## src/rtl/fetch_queue.sv

```systemverilog
// IF/ID instruction buffer: in-order FIFO of {PC, instr} with backpressure, flush and NOP on empty.
// Optional FETCH_QUEUE_BYPASS_EN: an empty queue forwards in_instr/in_PC to decode in the same cycle.
module fetch_queue #(
  parameter int unsigned DEPTH    = 4,
  parameter logic [31:0] NOP_WORD = 32'h7800_0000
) (
  input  logic                     clk,
  input  logic                     rst_n,
  input  logic [31:0]              in_instr,
  input  logic [31:0]              in_PC,
  input  logic                     in_valid,
  output logic                     full,
  input  logic                     stall,
  input  logic                     flush,
  output logic [31:0]              IfId_out_instr,
  output logic [31:0]              IfId_out_PC,
  output logic                     IfId_out_valid,
  output logic [$clog2(DEPTH):0]   count
);

  localparam int unsigned AW = $clog2(DEPTH);
  localparam int unsigned CW = AW + 1;

  logic [63:0]   mem_q [DEPTH];
  logic [AW-1:0] rptr_q, rptr_d;
  logic [AW-1:0] wptr_q, wptr_d;
  logic [CW-1:0] count_q, count_d;

  logic          empty;
  logic          byp;
  logic          push;
  logic          wr;
  logic          pop;
  logic [63:0]   head;

  always_comb begin
    empty = (count_q == '0);
    full  = (count_q == CW'(DEPTH));
    head  = mem_q[rptr_q];
`ifdef FETCH_QUEUE_BYPASS_EN
    byp   = empty & in_valid & ~flush;
`else
    byp   = 1'b0;
`endif
    IfId_out_valid = ~flush & (~empty | byp);
    push  = in_valid & ~full & ~flush;
    // A bypassed word that decode consumes this cycle is never stored.
    wr    = push & ~(byp & ~stall);
    pop   = ~empty & ~stall & ~flush;

    IfId_out_instr = NOP_WORD;
    IfId_out_PC    = '0;
    if (IfId_out_valid) begin
      if (byp) begin
        IfId_out_instr = in_instr;
        IfId_out_PC    = in_PC;
      end else begin
        IfId_out_instr = head[31:0];
        IfId_out_PC    = head[63:32];
      end
    end
  end

  always_comb begin
    rptr_d  = rptr_q;
    wptr_d  = wptr_q;
    count_d = count_q;
    if (flush) begin
      rptr_d  = '0;
      wptr_d  = '0;
      count_d = '0;
    end else begin
      if (pop) rptr_d = rptr_q + AW'(1);
      if (wr)  wptr_d = wptr_q + AW'(1);
      unique case ({wr, pop})
        2'b10:   count_d = count_q + CW'(1);
        2'b01:   count_d = count_q - CW'(1);
        default: count_d = count_q;
      endcase
    end
  end

  always_ff @(posedge clk or negedge rst_n) begin
    if (!rst_n) begin
      rptr_q  <= '0;
      wptr_q  <= '0;
      count_q <= '0;
    end else begin
      rptr_q  <= rptr_d;
      wptr_q  <= wptr_d;
      count_q <= count_d;
    end
  end

  always_ff @(posedge clk) begin
    if (wr) mem_q[wptr_q] <= {in_PC, in_instr};
  end

  assign count = count_q;

endmodule
```

## config.mk

```make
export PLATFORM = sky130hd
export DESIGN_NAME = fetch_queue
export DESIGN_NICKNAME = d
export VERILOG_FILES = /design/src/rtl/fetch_queue.sv
export SDC_FILE = /design/constraint.sdc
export NUM_CORES = 1
export LEC_CHECK = 0
export CELL_PAD_IN_SITES_DETAIL_PLACEMENT = 1
export CELL_PAD_IN_SITES_GLOBAL_PLACEMENT = 1
export CORE_UTILIZATION = 51
export CTS_CLUSTER_DIAMETER = 120
export DETAILED_ROUTE_END_ITERATION = 10
export GPL_ROUTABILITY_DRIVEN = 0
export GPL_TIMING_DRIVEN = 0
export PLACE_DENSITY = 0.82
export SKIP_CTS_REPAIR_TIMING = 1
export SYNTH_ARGS = -nofsm -noshare
export SYNTH_HDL_FRONTEND = slang
export SYNTH_SLANG_ARGS = --single-unit
```

## constraint.sdc

```tcl
create_clock -name clk -period 5.5 [get_ports clk]
set_input_delay 0.55 -clock clk [delete_from_list [all_inputs] [get_ports clk]]
set_output_delay 0.55 -clock clk [all_outputs]
set_load 0.01 [all_outputs]
```

==> run summary, run 1 <==
Worst Path Arrival: 3090 ps
Htree depth: 1
CP Max Fanout: 10
Routed WL per cell: 23.6 µm
Final Hold Viols: 0
Place WS: 2210 ps
Max-Cap Viols: 0
Iter 0 DRT Violations: 242
Syn avg cell area: 21.7 µm²
Initial antenna violation count: 1
Post-route ant nets: 0
Switching share of power: 22.0%
Setup WS post-layout: 1860 ps
Slew headroom: 58.0%
Die ar.: 20600 µm²
Layout cells sized above 1: 19.2%
Non-Filler Instances: 928
Unrepaired setup endpoints after global routing: no
Root buffer cell: clkbuf_16
Post-Route WL: 21900 µm
Mean number of vias per cell: 5.51
Outcome: completed
Filler Cells Inserted: 1614
Floorplan Core Area: 19500 µm²
Sink Count: 263
Cells after DPL: 878
Initial Utilization: 52.3%
CTS buffer count: 27
LEAKAGE: 4.12 nW
Largest net degree at the start of global routing: 52
Area of the mapped netlist: 10200 µm²
TritonRoute pass-1 iters: 4
CP endpoint kind: output pin
Via count: 5117
Worst Reg-to-Reg Cells: 5
Commonest non-fill, non-tap cell in the layout: edfxtp_1
Clk buf depth: 3
DP Wirelength: 13900 µm
Worst skew pair latency: 520 ps
Final setup viols: 0
Crit Path Class: reg -> out
Clk slew on worst S/H paths: 60 ps
YS warnings: 0
F_max: 0.274 GHz
Worst r2r dst: mem_q[1][26]
Row cnt: 51
GRT Resource Usage Total: 22.2%
Peak VDD IR: 0.296 mV
Ports: 138
Sequential area share after synthesis: 76.9%
Startpoint types: flop
Total grt overflow: 0
Die extent in x: 144 µm
Reg2reg setup slack: 3020 ps
Crit path time final: 3640 ps
Int Power: 3.57 mW
Layout Nets: 716
Worst slew pin tran: 630 ps
Post-synthesis cell count: 472
Port bufs: 137
Net count after synthesis: 546
Crit Reg-Reg Startpoint: count[1]
CP required: 4950 ps
Setup TNS: 0 ps
Sw Pwr: 1.01 mW
PwrDens: 356 nW/µm²
Synth unique cells: 32
Sequential power share: 50.2%
First-pass GRT wire length: 33400 µm
TritonCTS clock tree: done
Die H: 144 µm
Synth Register Bits: 263
Final Cycle Share: 66.2%
Clock power share: 37.3%
Most frequent cells in the layout: edfxtp_1 (256), clkdlybuf4s50_1 (137), mux4_2 (64)
P&R area growth vs syn: 26.0%
Final Slew Violations: 0
Combinational Power Share: 12.5%
DRC Markers: 0
Worst min path class: in -> async
Setup Skew: 14.4 ps
Vias in the first global route: 5782
==> critical path, cell delays in order, from the launching register on <==
cell and delay [ps]:
dfrtp_1 400, clkbuf_1 340, nor3_2 170, nor2_2 450, clkbuf_1 420, and2_1 240
clkdlybuf4s50_1 550
==> worst max-delay path by stage <==
stage,start,to,slack [ps]
2_1_floorplan,count[1],mem_q[0][0],2420
3_3_place_gp,in_valid,mem_q[1][14],640
3_5_place_dp,flush,IfId_out_PC[13],2210
4_1_cts,count[1],IfId_out_PC[13],1850
5_1_grt,count[1],IfId_out_PC[13],1700
6_report,count[1],IfId_out_PC[12],1860
==> Yosys cell counts, drive strengths merged <==
cell | count | share of area (%)
a22oi | 1 | 0.073
mux2i | 1 | 0.098
buf | 15 | 0.98
clkbuf | 12 | 0.45
a2111oi | 1 | 0.086
fa | 1 | 0.20
mux4 | 64 | 14
nor3 | 3 | 0.20
nor4b | 1 | 0.086
edfxtp | 256 | 75
o21ai | 3 | 0.15
nand2 | 2 | 0.073
xnor2 | 3 | 0.26
and2 | 64 | 3.9
nand3b | 2 | 0.15
or3 | 6 | 0.37
dfrtp | 7 | 1.7
or2 | 1 | 0.061
nor2 | 5 | 0.21
nand3 | 1 | 0.049
inv | 3 | 0.11
ha | 4 | 0.49
a21oi | 7 | 0.34
a21o | 1 | 0.073
nor3b | 3 | 0.22
a211oi | 2 | 0.15
nand2b | 2 | 0.12
o21a | 1 | 0.073
==> final cells by class <==
| type | instances | area [µm²] | share of cell area (%) |
|---|---|---|---|
| antenna | 2 | 5.00 | 0.0389 |
| buffer | 27 | 146 | 1.14 |
| clock buffer | 33 | 698 | 5.42 |
| clock inverter | 15 | 128 | 0.991 |
| inverter | 3 | 11.3 | 0.0875 |
| multi-input combinational | 179 | 2210 | 17.2 |
| sequential | 263 | 7860 | 61.1 |
| tap | 265 | 332 | 2.58 |
| timing repair buffer | 141 | 1480 | 11.5 |
==> power groups by stage <==
stage / logic (mW) / clock network [mW] / registers, mW
2_1_floorplan: 0.304 / 0 / 2.34
3_3_place_gp: 0.544 / 0 / 2.34
3_5_place_dp: 0.576 / 0 / 2.34
4_1_cts: 0.584 / 1.74 / 2.30
5_1_grt: 0.618 / 1.81 / 2.30
6_report: 0.572 / 1.71 / 2.30
==> stage by stage <==
| step | power (mW) | utilization (%) | hold slack (ps) | cell area (µm²) |
|---|---|---|---|---|
| 6_report | 4.58 | 65.9 | 328 | 12900 |
| 5_1_grt | 4.73 | 65.9 | 328 | 12900 |
| 4_1_cts | 4.63 | 65.9 | 319 | 12900 |
| 3_5_place_dp | 2.92 | 61.7 | 626 | 12000 |
| 3_3_place_gp | 2.88 | 61.1 | 565 | 11900 |
| 2_1_floorplan | 2.64 | - | 254 | 10200 |
==> sequential cells by signal, summed over array words and instances, names as in the netlist <==
register and cells:
mem_q 256, count 3, rptr_q 2, wptr_q 2
==> cell families (layout without fill, tap and decap cells) <==
family,Yosys count,in the layout,synth area share [%]
AOI/OAI and AO/OA,16,16,0.943
xor gates and xnor gates,3,3,0.257
adders and majority gates,5,5,0.686
buffers and inverters,30,219,1.54
DFF,263,263,76.9
muxes,65,65,14.2
other,0,2,0
and+or+nand+nor,90,90,5.45
==> layer usage <==
metal | global-route usage (%) | share of wire [%]
met1 | 29.2 | 42
met2 | 38.2 | 51
met3 | 4.40 | 5.9
met4 | 5.21 | 1.6
met5 | 0 | 0
Power figures use the tool's default switching activity.
==> inputs of run 2 (changes only) <==
--- a/config.mk
+++ b/config.mk
@@ -7,12 +7,12 @@
 export LEC_CHECK = 0
 export CELL_PAD_IN_SITES_DETAIL_PLACEMENT = 1
 export CELL_PAD_IN_SITES_GLOBAL_PLACEMENT = 1
-export CORE_UTILIZATION = 51
+export CORE_UTILIZATION = 43
 export CTS_CLUSTER_DIAMETER = 120
 export DETAILED_ROUTE_END_ITERATION = 10
 export GPL_ROUTABILITY_DRIVEN = 0
 export GPL_TIMING_DRIVEN = 0
-export PLACE_DENSITY = 0.82
+export PLACE_DENSITY = 0.74
 export SKIP_CTS_REPAIR_TIMING = 1
 export SYNTH_ARGS = -nofsm -noshare
 export SYNTH_HDL_FRONTEND = slang
==> constraint.sdc (replaced) <==
create_clock -name clk -period 3.3 [get_ports clk]
set_input_delay 0.33 -clock clk [delete_from_list [all_inputs] [get_ports clk]]
set_output_delay 0.33 -clock clk [all_outputs]
set_load 0.01 [all_outputs]
==> run 2 against run 1 <==
Effect of this change:
- sequential share of layout area down 0.42 points
- non-clock buffer count unchanged
- utilization down 11 points
- flip-flop and latch count unchanged
- highest routed layer unchanged
- clock-buffer cell count up 4
- worst hold slack worse by 240 ps
==> run summary, run 2 (synthesis gave the netlist of run 1 again) <==
Crit path time final: 3120 ps
Worst skew pair latency: 520 ps (about the same)
Layout cells sized above 1: 20.0% (+0.82 points)
GRT busiest layer: met2
Max-Cap Viols: 0 (unchanged)
Cells after DPL: 932 (+6.2%)
Power, Total: 7.65 mW (+67%)
Root buffer cell: clkbuf_16
N_diodes: 0 (-2)
DP Wirelength: 13000 µm (-6.1%)
Die H: 156 µm (+8.8%)
Worst Reg-to-Reg Cells: 5 (unchanged)
GR Util met2: 30.4% (-7.7 points)
Design area: 13000 µm² (+0.69%)
Via count: 5085 (-0.63%)
Largest net degree at the start of global routing: 40 (-23%)
Die extent in x: 156 µm (+8.8%)
Setup crit start: rptr_q[1]
Iter 0 DRT Violations: 263 (+8.7%)
Row cnt: 56 (+9.8%)
F_max: 0.321 GHz
TritonRoute pass-1 iters: 4 (unchanged)
Sink Count: 263 (unchanged)
Final Slew Violations: 0 (unchanged)
Port bufs: 137 (unchanged)
Unrepaired setup endpoints after global routing: no
DP Area: 12100 µm² (+0.44%)
Final Cycle Share: 94.5%
Worst min path class: in -> async
Htree depth: 1 (unchanged)
Post-route ant nets: 0 (unchanged)
Clk slew on worst S/H paths: 60 ps (about the same)
PwrDens: 590 nW/µm² (+66%)
Crit Reg-Reg Startpoint: count[1]
Final Hold Viols: 0 (unchanged)
Most frequent cells in the layout: edfxtp_1 (256), clkdlybuf4s50_1 (137), mux4_2 (64)
CP Max Fanout: 10 (unchanged)
Routed WL per cell: 21.4 µm (-9.3%)
Total grt overflow: 0 (unchanged)
CP endpoint kind: output pin
Startpoint types: flop
Largest delay contributor family on the critical path: buffers and inverters
CP required: 2970 ps (-1980 ps)
Worst r2r dst: mem_q[0][2]
Ports: 138 (unchanged)
Reg2reg setup slack: 710 ps (-2310 ps)
P&R area growth vs syn: 26.8%
Reg with most FFs: mem_q
Die ar.: 24400 µm² (+18%)
Commonest non-fill, non-tap cell in the layout: edfxtp_1
Final setup viols: 0 (unchanged)
Crit-path slowest cell: clkbuf_1
Max FFs per register: 256 (unchanged)
GRT Resource Usage Total: 17.7% (-4.5 points)
LEAKAGE: 4.14 nW (+0.64%)
Max incr delay on CP: 560 ps (about the same)
Peak VDD IR: 0.428 mV (+45%)
Floorplan Core Area: 23400 µm² (+20%)
Outcome: completed
Initial Utilization: 43.7% (-8.7 points)
Layout Nets: 717 (+0.14%)
DRC Markers: 0 (unchanged)
Post-Route WL: 21000 µm (-3.9%)
CTS buffer count: 28 (+3.7%)
Crit Path Class: reg -> out
Worst Path Arrival: 2790 ps (-300 ps)
Crit path cell chain: buf_2 -> clkbuf_1 -> mux4_2 -> and2_1 -> clkdlybuf4s50_1
Final hold slack: 88.0 ps (-240 ps)
Slew headroom: 55.9% (-2.1 points)
Initial antenna violation count: 0 (-1)
TritonCTS clock tree: done
Clk buf depth: 3 (unchanged)
Setup WS post-layout: 181 ps (-1680 ps)
Place WS: 366 ps (-1850 ps)
Mean number of vias per cell: 5.17 (-6.2%)
Buffer and inverter count on the worst path: 3 (unchanged)
Worst slew pin tran: 662 ps (+31.8 ps)
Non-Filler Instances: 983 (+5.9%)
Setup Skew: 11.7 ps (-2.65 ps)
GR Util met1: 23.5% (-5.7 points)
First-pass GRT wire length: 32300 µm (-3.2%)
M3 GR Usage: 3.06% (-1.3 points)
Vias in the first global route: 5651 (-2.3%)
[run 2: cell types whose count changed in the layout (fill, tap and decap cells not counted), moves of 2 or more]
| cell | previous run | this run |
|---|---|---|
| clkbuf_2 | 1 | 7 |
| clkbuf_1 | 17 | 13 |
| clkbuf_16 | 27 | 29 |
| buf_12 | 0 | 2 |
| diode_2 | 2 | 0 |
| buf_16 | 4 | 2 |
[run 2: area by class of cell]
cell class	instances	area [µm²]
multi-input combinational	179	2220
tap	319	399
timing repair buffer	141	1470
buffer	27	154
fill	2112	10400
sequential	263	7860
clock buffer	37	756
clock inverter	14	92.6
inverter	3	11.3
[run 2: worst reg2reg max path: cells and delay by family (launching register included)]
kind / cells / cell delay, ps
DFF: 1 / 400
buffers and inverters: 2 / 680
and+or+nand+nor: 3 / 1170
[run 2: how the worst max path moves through the flow]
| stage | end | cells after the start | slack [ps] |
|---|---|---|---|
| floorplan | mem_q[2][0] | 4 | 220 |
| CTS | IfId_out_instr[7] | 6 | -210 |
| finish | IfId_out_instr[10] | 5 | 180 |
| detailed placement | IfId_out_instr[7] | 6 | 370 |
| global route | IfId_out_instr[7] | 6 | 20 |
| global placement | mem_q[2][16] | 4 | -1420 |
[run 2: power by group]
part	total, mW	switching [mW]	internal (mW)	leakage (nW)
Sequential	3.83	0.0305	3.80	2.42
Clock	2.87	1.19	1.68	0.412
Combinational	0.952	0.444	0.508	1.31
[run 2: per-layer routing]
metal / up-vias / routed length (µm)
met4: 0 / 338
met3: 31 / 974
met2: 140 / 10600
met5: - / 0
met1: 2650 / 9130
li1: 2264 / -
[run 2: through the flow]
step,utilization [%],setup TNS [ps]
2_1_floorplan,-,0
3_3_place_gp,51.2,-362480
3_5_place_dp,51.7,0
4_1_cts,55.3,-7100
5_1_grt,55.4,0
6_report,55.4,0
